==> config.mk <==
export PLATFORM = sky130hd
export DESIGN_NAME = counter_monitor_flat
export DESIGN_NICKNAME = d
export VERILOG_FILES = /design/src/rtl/counter_monitor_if.sv /design/src/rtl/counter_monitor.sv /design/src/flat_wrapper.sv
export SDC_FILE = /design/constraint.sdc
export NUM_CORES = 1
export LEC_CHECK = 0
export CAP_MARGIN = 15
export CORE_AREA = 2 2 71 73
export CTS_BUF_LIST = sky130_fd_sc_hd__clkbuf_8
export DETAILED_ROUTE_END_ITERATION = 6
export DIE_AREA = 0 0 73 75
export HOLD_SLACK_MARGIN = 0.03
export PLACE_DENSITY = 0.81
export SLEW_MARGIN = 30
export SYNTH_ARGS = -nofsm -noshare
export SYNTH_HDL_FRONTEND = slang
export SYNTH_SLANG_ARGS = --single-unit
export TNS_END_PERCENT = 5
==> constraint.sdc <==
create_clock -name clk -period 2.5 [get_ports clk]
set_input_delay 0.25 -clock clk [delete_from_list [all_inputs] [get_ports clk]]
set_output_delay 0.25 -clock clk [all_outputs]
set_load 0.005 [all_outputs]
==> src/rtl/counter_monitor_if.sv <==
// Bundle between the upstream counter and its monitor: the count value going in,
// and the decoded display plus sequence-health status coming back.
interface counter_monitor_if #(
  parameter int WRAP_W = 16
);
  logic [3:0]        q_in;
  logic [6:0]        seg;
  logic              wrap_pulse;
  logic [WRAP_W-1:0] wrap_cnt;
  logic              seq_err;
  logic [7:0]        err_cnt;
  logic              stall;
  logic [1:0]        state;

  // Counter side: supplies q_in, observes the monitor status.
  modport master (
    output q_in,
    input  seg, wrap_pulse, wrap_cnt, seq_err, err_cnt, stall, state
  );

  // Monitor side: consumes q_in, produces display and status.
  modport slave (
    input  q_in,
    output seg, wrap_pulse, wrap_cnt, seq_err, err_cnt, stall, state
  );
endinterface

==> src/rtl/counter_monitor.sv <==
// Watches a 4-bit free-running count: drives a 7-segment digit, checks each step
// is +1 mod 16 / hold / restart-to-0, counts wraps and errors, flags a stalled count.
module counter_monitor #(
  parameter int STALL_LIMIT    = 8,
  parameter int WRAP_W         = 16,
  parameter int ALLOW_HOLD     = 1,
  parameter int SEG_ACTIVE_LOW = 1
) (
  input  logic              clk,
  input  logic              clr,
  counter_monitor_if.slave  mon
);

  localparam logic [1:0] ST_INIT  = 2'b00;
  localparam logic [1:0] ST_RUN   = 2'b01;
  localparam logic [1:0] ST_FAULT = 2'b10;

  localparam logic [6:0]        SEG_OFF  = (SEG_ACTIVE_LOW != 0) ? 7'h7F : 7'h00;
  localparam logic [7:0]        LIMIT    = 8'(STALL_LIMIT);
  localparam logic [WRAP_W-1:0] WRAP_MAX = '1;
  localparam logic [7:0]        ERR_MAX  = 8'hFF;

  logic [1:0] state_q;
  logic [1:0] state_nxt;
  logic [3:0] q_d;
  logic [7:0] hold_run;

  logic       checking;
  logic       step_hold;
  logic       step_wrap;
  logic       step_inc;
  logic       step_restart;
  logic       step_legal;
  logic [8:0] hold_next;
  logic       stall_hit;

  // Active-high {g,f,e,d,c,b,a} hex glyphs, lowercase b and d.
  function automatic logic [6:0] hex_decode(input logic [3:0] v);
    case (v)
      4'h0:    hex_decode = 7'h3F;
      4'h1:    hex_decode = 7'h06;
      4'h2:    hex_decode = 7'h5B;
      4'h3:    hex_decode = 7'h4F;
      4'h4:    hex_decode = 7'h66;
      4'h5:    hex_decode = 7'h6D;
      4'h6:    hex_decode = 7'h7D;
      4'h7:    hex_decode = 7'h07;
      4'h8:    hex_decode = 7'h7F;
      4'h9:    hex_decode = 7'h6F;
      4'hA:    hex_decode = 7'h77;
      4'hB:    hex_decode = 7'h7C;
      4'hC:    hex_decode = 7'h39;
      4'hD:    hex_decode = 7'h5E;
      4'hE:    hex_decode = 7'h79;
      default: hex_decode = 7'h71;
    endcase
  endfunction

  // Step classification against the previous sample; only meaningful outside INIT.
  always_comb begin
    checking     = (state_q == ST_RUN) || (state_q == ST_FAULT);
    step_hold    = (mon.q_in == q_d);
    step_wrap    = (q_d == 4'hF) && (mon.q_in == 4'h0);
    step_inc     = (q_d != 4'hF) && (mon.q_in == q_d + 4'd1);
    // Hold at 0 is excluded here so it is classified purely as a hold.
    step_restart = (mon.q_in == 4'h0) && (q_d != 4'hF) && (q_d != 4'h0);
    step_legal   = step_wrap || step_inc || step_restart ||
                   (step_hold && (ALLOW_HOLD != 0));
    hold_next    = {1'b0, hold_run} + 9'd1;
    stall_hit    = (hold_next >= {1'b0, LIMIT});
  end

  // NOTE: every variable assigned in always_comb gets a default first, so no
  // path can leave it unassigned and infer a latch.
  always_comb begin
    state_nxt = state_q;
    case (state_q)
      ST_INIT:  state_nxt = ST_RUN;
      ST_RUN:   if (!step_legal) state_nxt = ST_FAULT;
      ST_FAULT: state_nxt = ST_FAULT;
      default:  state_nxt = ST_INIT;
    endcase
  end

  // NOTE: sequential state uses non-blocking assignments so every register
  // samples pre-edge values regardless of statement order.
  always_ff @(posedge clk) begin
    if (clr) begin
      state_q <= ST_INIT;
      q_d     <= 4'h0;
    end else begin
      state_q <= state_nxt;
      q_d     <= mon.q_in;
    end
  end

  // Display follows the input with one cycle of latency in every state.
  always_ff @(posedge clk) begin
    if (clr)
      mon.seg <= SEG_OFF;
    else if (SEG_ACTIVE_LOW != 0)
      mon.seg <= ~hex_decode(mon.q_in);
    else
      mon.seg <= hex_decode(mon.q_in);
  end

  // Wrap detection and saturating wrap count.
  always_ff @(posedge clk) begin
    if (clr) begin
      mon.wrap_pulse <= 1'b0;
      mon.wrap_cnt   <= '0;
    end else begin
      mon.wrap_pulse <= checking && step_wrap;
      if (checking && step_wrap && (mon.wrap_cnt != WRAP_MAX))
        mon.wrap_cnt <= mon.wrap_cnt + 1'b1;
    end
  end

  // Sticky error flag and saturating error count; keep running in FAULT.
  always_ff @(posedge clk) begin
    if (clr) begin
      mon.seq_err <= 1'b0;
      mon.err_cnt <= 8'h00;
    end else if (checking && !step_legal) begin
      mon.seq_err <= 1'b1;
      if (mon.err_cnt != ERR_MAX)
        mon.err_cnt <= mon.err_cnt + 8'd1;
    end
  end

  // Hold-run tracking: stall rises on the STALL_LIMIT-th consecutive hold.
  always_ff @(posedge clk) begin
    if (clr) begin
      hold_run  <= 8'h00;
      mon.stall <= 1'b0;
    end else if (checking) begin
      if (step_hold) begin
        mon.stall <= stall_hit;
        if (hold_run < LIMIT)
          hold_run <= hold_next[7:0];
      end else begin
        mon.stall <= 1'b0;
        hold_run  <= 8'h00;
      end
    end
  end

  assign mon.state = state_q;

endmodule

==> src/flat_wrapper.sv <==
// flat-port wrapper written by rule: the top's interface ports become plain ports
module counter_monitor_flat 
#(
  parameter int STALL_LIMIT    = 8,
  parameter int WRAP_W         = 16,
  parameter int ALLOW_HOLD     = 1,
  parameter int SEG_ACTIVE_LOW = 1
)
  (clk, clr, mon_q_in, mon_seg, mon_wrap_pulse, mon_wrap_cnt, mon_seq_err, mon_err_cnt, mon_stall, mon_state);
  counter_monitor_if #(.WRAP_W(WRAP_W)) mon_i ();
  input  logic clk;
  input  logic clr;
  input wire logic [$bits(mon_i.q_in)-1:0] mon_q_in;
  output wire logic [$bits(mon_i.seg)-1:0] mon_seg;
  output wire logic [$bits(mon_i.wrap_pulse)-1:0] mon_wrap_pulse;
  output wire logic [$bits(mon_i.wrap_cnt)-1:0] mon_wrap_cnt;
  output wire logic [$bits(mon_i.seq_err)-1:0] mon_seq_err;
  output wire logic [$bits(mon_i.err_cnt)-1:0] mon_err_cnt;
  output wire logic [$bits(mon_i.stall)-1:0] mon_stall;
  output wire logic [$bits(mon_i.state)-1:0] mon_state;
  assign mon_i.q_in = mon_q_in;
  assign mon_seg = mon_i.seg;
  assign mon_wrap_pulse = mon_i.wrap_pulse;
  assign mon_wrap_cnt = mon_i.wrap_cnt;
  assign mon_seq_err = mon_i.seq_err;
  assign mon_err_cnt = mon_i.err_cnt;
  assign mon_stall = mon_i.stall;
  assign mon_state = mon_i.state;
  counter_monitor #(.STALL_LIMIT(STALL_LIMIT), .WRAP_W(WRAP_W), .ALLOW_HOLD(ALLOW_HOLD), .SEG_ACTIVE_LOW(SEG_ACTIVE_LOW)) u_core (.clk(clk), .clr(clr), .mon(mon_i));
endmodule
# ---- Yosys cells after proc, flatten, opt, wreduce, memory -nomap -nowiden
# Memories as Yosys holds them, arrays and structs flattened.
# Index checks and enable logic that the tools add are counted.
dict set report totals {
  reg_bits 48
  latchBits 0
  ram_bits 0
  rom_bits 112
  inputBits 6
  out_inout_bits 36
  wordCells 50
  mem_count 1
}
# name words width rd rd_ports_with_merged_regs wr line
set mem_list {}
lappend mem_list {{(no name shown)} 16 7 1 0 0 counter_monitor.sv:39} ;# case (v)
dict set report op_classes {
  n_addsub 4
  multipliers 0
  div 0
  order_cmp 2
  eq_ne 10
  n_shift 0
  mux 6
  bitwise 1
  reduce_logical 17
}
# operator count
set op_table {}
lappend op_table {{$add A16 B1 Y16 const B} 1}
lappend op_table {{$mux W8} 2}
lappend op_table {{$ne A16 B16 Y1 const B} 1}
lappend op_table {{$add A8 B1 Y9 const B} 1}
lappend op_table {{$ge A9 B4 Y1 const B} 1}
lappend op_table {{$add A8 B1 Y8 const B} 1}
lappend op_table {{$eq A4 B4 Y1} 2}
lappend op_table {{$lt A8 B4 Y1 const B} 1}
lappend op_table {{$ne A8 B8 Y1 const B} 1}
lappend op_table {{$logic_and A1 B1 Y1} 7}
lappend op_table {{$mux W7} 1}
lappend op_table {{$not A7 Y7} 1}
lappend op_table {{$pmux W2 S3} 1}
lappend op_table {{$add A4 B1 Y4 const B} 1}
lappend op_table {{$eq A4 B4 Y1 const B} 1}
lappend op_table {{$logic_not A4 Y1} 1}
lappend op_table {{$logic_or A1 B1 Y1} 4}
lappend op_table {{$ne A2 B2 Y1 const B} 2}
lappend op_table {{$ne A4 B4 Y1 const B} 1}
lappend op_table {{$reduce_and A2 Y1} 2}
lappend op_table {{$reduce_bool A4 Y1} 1}
lappend op_table {{$eq A2 B1 Y1 const B} 1}
lappend op_table {{$eq A2 B2 Y1 const B} 1}
lappend op_table {{$logic_not A2 Y1} 1}
lappend op_table {{other kinds (3)} 3}

# ---- Depth between registers and ports, before layout
dict set report depth {
  word_depth 9
  ltp_mapped 9
  ltp_nobuf 7
}

# ---- Least setup slack after synthesis
# No wires, ideal clock.
dict set report synth_timing {
  path_kind {reg2reg}
  startpoint {register u_core.state_q[0], in the netlist u_core.mon.state[0]}
  endpoint {register u_core.mon.wrap_cnt[12]}
  setup_ps 116
  t_arrival_ps 1893
  required_ps 2384
  slack_ps 490
  path_stages_with_launch 10
  n_path_buf 2
  period_less_slack_ps 2010
  cell_sequence {dfxtp_1 > inv_1 > ha_1 > clkbuf_1 > nand4_1 > or2_0 > buf_2 > nor4_1 > nand3_1 > o211a_1}
}
dict set report synth_between {
  elab_chain_cells 4
}
# item line
set synth_lines {}
lappend synth_lines {{start: declaration} counter_monitor.sv:23} ;# logic [1:0] state_q;
lappend synth_lines {{start signal: assignment} counter_monitor.sv:92} ;# state_q <= state_nxt;
lappend synth_lines {{$eq A2 B1 Y1 / $eq A2 B2 Y1 (equally long branches)} counter_monitor.sv:61} ;# checking = (state_q == ST_RUN) || (state_q == ST_FAULT);
lappend synth_lines {{$logic_or A1 B1 Y1 *} counter_monitor.sv:61}
lappend synth_lines {{net u_core.checking} counter_monitor.sv:28} ;# logic checking;
lappend synth_lines {{$logic_and A1 B1 Y1 * (2 in series)} counter_monitor.sv:114} ;# if (checking && step_wrap && (mon.wrap_cnt != WRAP_MAX))
lappend synth_lines {{end signal: assignment} counter_monitor.sv:115} ;# mon.wrap_cnt <= mon.wrap_cnt + 1'b1;
lappend synth_lines {{end: declaration} counter_monitor_if.sv:24} ;# output seg, wrap_pulse, wrap_cnt, seq_err, err_cnt, stall, state
# Mark *: on every way through the listed nets, which the timed path passes. The rest lies on a longest branch.
# A chain may end at the register's enable or synchronous reset.

# ---- Worst setup path in the final report
# Same ends and word-level chain as after synthesis.

==> results.sh <==
export IMPL_status="finished clean"
export IMPL_grt_use_total_pct=21.0
export IMPL_start_util_pct=53.2
export IMPL_gr_total_overflow=0
export IMPL_grt_max_degree=32
export IMPL_cts_inserted_buffers=5
export IMPL_timing_final_crit_share_pct=89.8
export IMPL_viasPerCell=5.65
export IMPL_final_net_count=350
export IMPL_yosysSeqAreaShare_pct=38.7
export IMPL_cts_buffer_depth=2
export IMPL_yosysWarningCount=0
export IMPL_power_density_mw_per_mm2=572
export IMPL_clkSlewWorstSetupHoldPaths_ns=0.10
export IMPL_power_uw=1780
export IMPL_drv_slew=0
export IMPL_synth_top_flop_cell="dfxtp_1"
export IMPL_p_leak_uw=0.00119
export IMPL_maxCapViolCount=0
export IMPL_dpl_cell_area_sq_mm=0.00300
export IMPL_path_class="register to register"
export IMPL_chipWidth_um=73
export IMPL_ioPinCount=42
export IMPL_holdCritPathClass="register to register"
export IMPL_relSlewSlack_pct=60.4
export IMPL_syn_area_sq_mm=0.00248
export IMPL_yosys_register_bits=48
export IMPL_reg2reg_setup_slack_ns=0.25
export IMPL_postCtsSetupBuffers=0
export IMPL_synth_area_leaders="dfxtp_1 (39%), ha_1 (6.6%), nor2_1 (4.1%)"
export IMPL_layout_drive_gt1_share_pct=9.94
export IMPL_rows=25
export IMPL_ys_async_sr_fraction_pct=0
export IMPL_arrival_ns=2.44
export IMPL_synthCells=283
export IMPL_final_cell_mix="dfxtp_1 (48), clkdlybuf4s50_1 (41), nor2_1 (27)"
export IMPL_route_vias_total=2180
export IMPL_cp_cell_sequence="inv_1, ha_1, nand4_1, or2_0, nor4_1, nand3_1, o211a_1"
export IMPL_syn_to_final_growth_pct=25.7
export IMPL_finalClockSkew_ns=0.00883
export IMPL_routed_wirelength_mm=5.42
export IMPL_drcViolationCount=0
export IMPL_dp_hpwl_mm=3.98
export IMPL_synth_avg_cell_area_sq_um=8.76
export IMPL_cp_max_fo=10
export IMPL_synth_top_area_share_pct=38.7
export IMPL_dpl_worst_slack_ns=-0.0277
export IMPL_antenna_found_initial=0
export IMPL_yosysTopAreaCell="dfxtp_1"
export IMPL_ant_nets=0
export IMPL_critPathSlowestCell="or2_0"
export IMPL_die_h_um=75
export IMPL_clkSinkCount=48
export IMPL_cp_start_kind="register"
export IMPL_portBuffers=41
export IMPL_synth_edf_count=0
export IMPL_h_tree_depth=2
export IMPL_fillers=391
export IMPL_grt_pass1_vias=2062
export IMPL_cts_hold_buf=0
export IMPL_final_cell_area_sq_mm=0.00312
export IMPL_endpoint_kind="register"
export IMPL_fmax_ghz=0.445
export IMPL_core_area_sq_mm=0.00466
export IMPL_slowest_delay_ns=0.46
export IMPL_first_iter_violations=94
export IMPL_antenna_cells=0
export IMPL_ctsResizeCount=0
export IMPL_timing_hold_ws_ns=0.450
export IMPL_finalCriticalPeriod_ns=2.25
export IMPL_cts_root_buf="clkbuf_8"
export IMPL_setup_viol=0
export IMPL_routedWlPerCell_um=14.0
export IMPL_tightest_slew_ns=0.594
export IMPL_final_common_cell="dfxtp_1"
export IMPL_finalSetupTns_ns=0
export IMPL_setup_slack_ns=0.254
export IMPL_syn_num_nets=302
export IMPL_clk_latency_ns=0.30
export IMPL_critPathRequiredTime_ns=2.70
export IMPL_die_area_sq_mm=0.00548
export IMPL_irDropWorstVdd_mv=0.331
export IMPL_cts_tree="built"
export IMPL_grt_pass1_wl_mm=9.04
export IMPL_rsz0062_at_grt="no"
export IMPL_place_gp_congestion=0.855
export IMPL_drtPass1Iterations=4
export IMPL_hold_viol_final=0
export IMPL_netlist_cell_type_count=52
-- report_power, final --
part	switching [uW]	internal, uW	leakage (uW)
combinational	191	171	0.000741
sequential	37.9	807	0.000391
clock	273	301	0.0000583
total	502	1280	0.00119
-- final timing paths --
path	from	end	cells past startpoint
max reg2reg	u_core.mon.state[0]$_SDFFE_PP0P_	u_core.mon.wrap_cnt[12]$_SDFFE_PP0P_	7
min reg2reg	u_core.mon.seq_err$_SDFFE_PP0P_	u_core.mon.seq_err$_SDFFE_PP0P_	2
max	u_core.mon.state[0]$_SDFFE_PP0P_	u_core.mon.wrap_cnt[12]$_SDFFE_PP0P_	7
min	u_core.mon.seq_err$_SDFFE_PP0P_	u_core.mon.seq_err$_SDFFE_PP0P_	2
-- critical path, delay by kind of cell (launching register included) --
kind,cells,cell delay [ns]
compound gates,1,0.13
flops,1,0.40
fa+ha+maj,1,0.42
buf+inv,1,0.06
simple gates,4,1.13
-- sequential cells by signal, indices dropped and copies added, names as in the netlist --
name	cells
u_core.mon.wrap_cnt	16
u_core.mon.seq_err	1
u_core.mon.wrap_pulse	1
u_core.mon.state	2
u_core.mon.stall	1
u_core.hold_run	8
u_core.q_d	4
u_core.mon.err_cnt	8
u_core.mon.seg	7
-- cells in the mapped netlist, types with 3 or more instances --
cell	number
nand3_1	12
o21ai_0	9
mux2i_1	5
xor2_1	7
or4_1	4
a211oi_1	6
a31oi_1	3
nor3_1	5
nor2b_1	8
or3_1	5
mux2_2	3
ha_1	13
nand4_1	9
clkbuf_1	9
a21oi_1	11
nand2_1	18
nor2_1	27
inv_1	15
nor4_1	7
o31ai_1	3
dfxtp_1	48
xnor2_1	11
and3_1	8
o21a_1	4
-- through the flow --
step	cells	utilization, %
6_report	386	66.9
5_1_grt	386	66.9
4_1_cts	386	66.9
3_5_place_dp	378	64.4
3_3_place_gp	378	64.4
2_1_floorplan	283	-
-- metal layers --
metal  routed length [um]  global-route usage [%]  vias up
met5                    0                       0        -
met4                   29                    7.00        0
met3                  236                    4.95        2
met2                 2720                    37.3       50
met1                 2430                    25.1     1035
li1                     -                       -     1093
-- final cells by class --
type                    instances  area, sq um  area share, %
multi-input cells             206         1400           44.9
flip-flops and latches         48          961           30.8
repair buffers                 55          515           16.5
clock buffers                   5         68.8           2.21
well taps                      54         67.6           2.17
inverters                      15         56.3           1.81
clock inverters                 3         47.5           1.53
-- logic make-up after synthesis --
logic type / synth area share (%)
simple gates: 25.9
compound gates: 14.3
flops: 38.7
buf+inv: 4.79
xor+xnor: 6.36
fa+ha+maj: 6.56
mux: 3.38
Note: power is estimated with default switching activity, not from simulation.
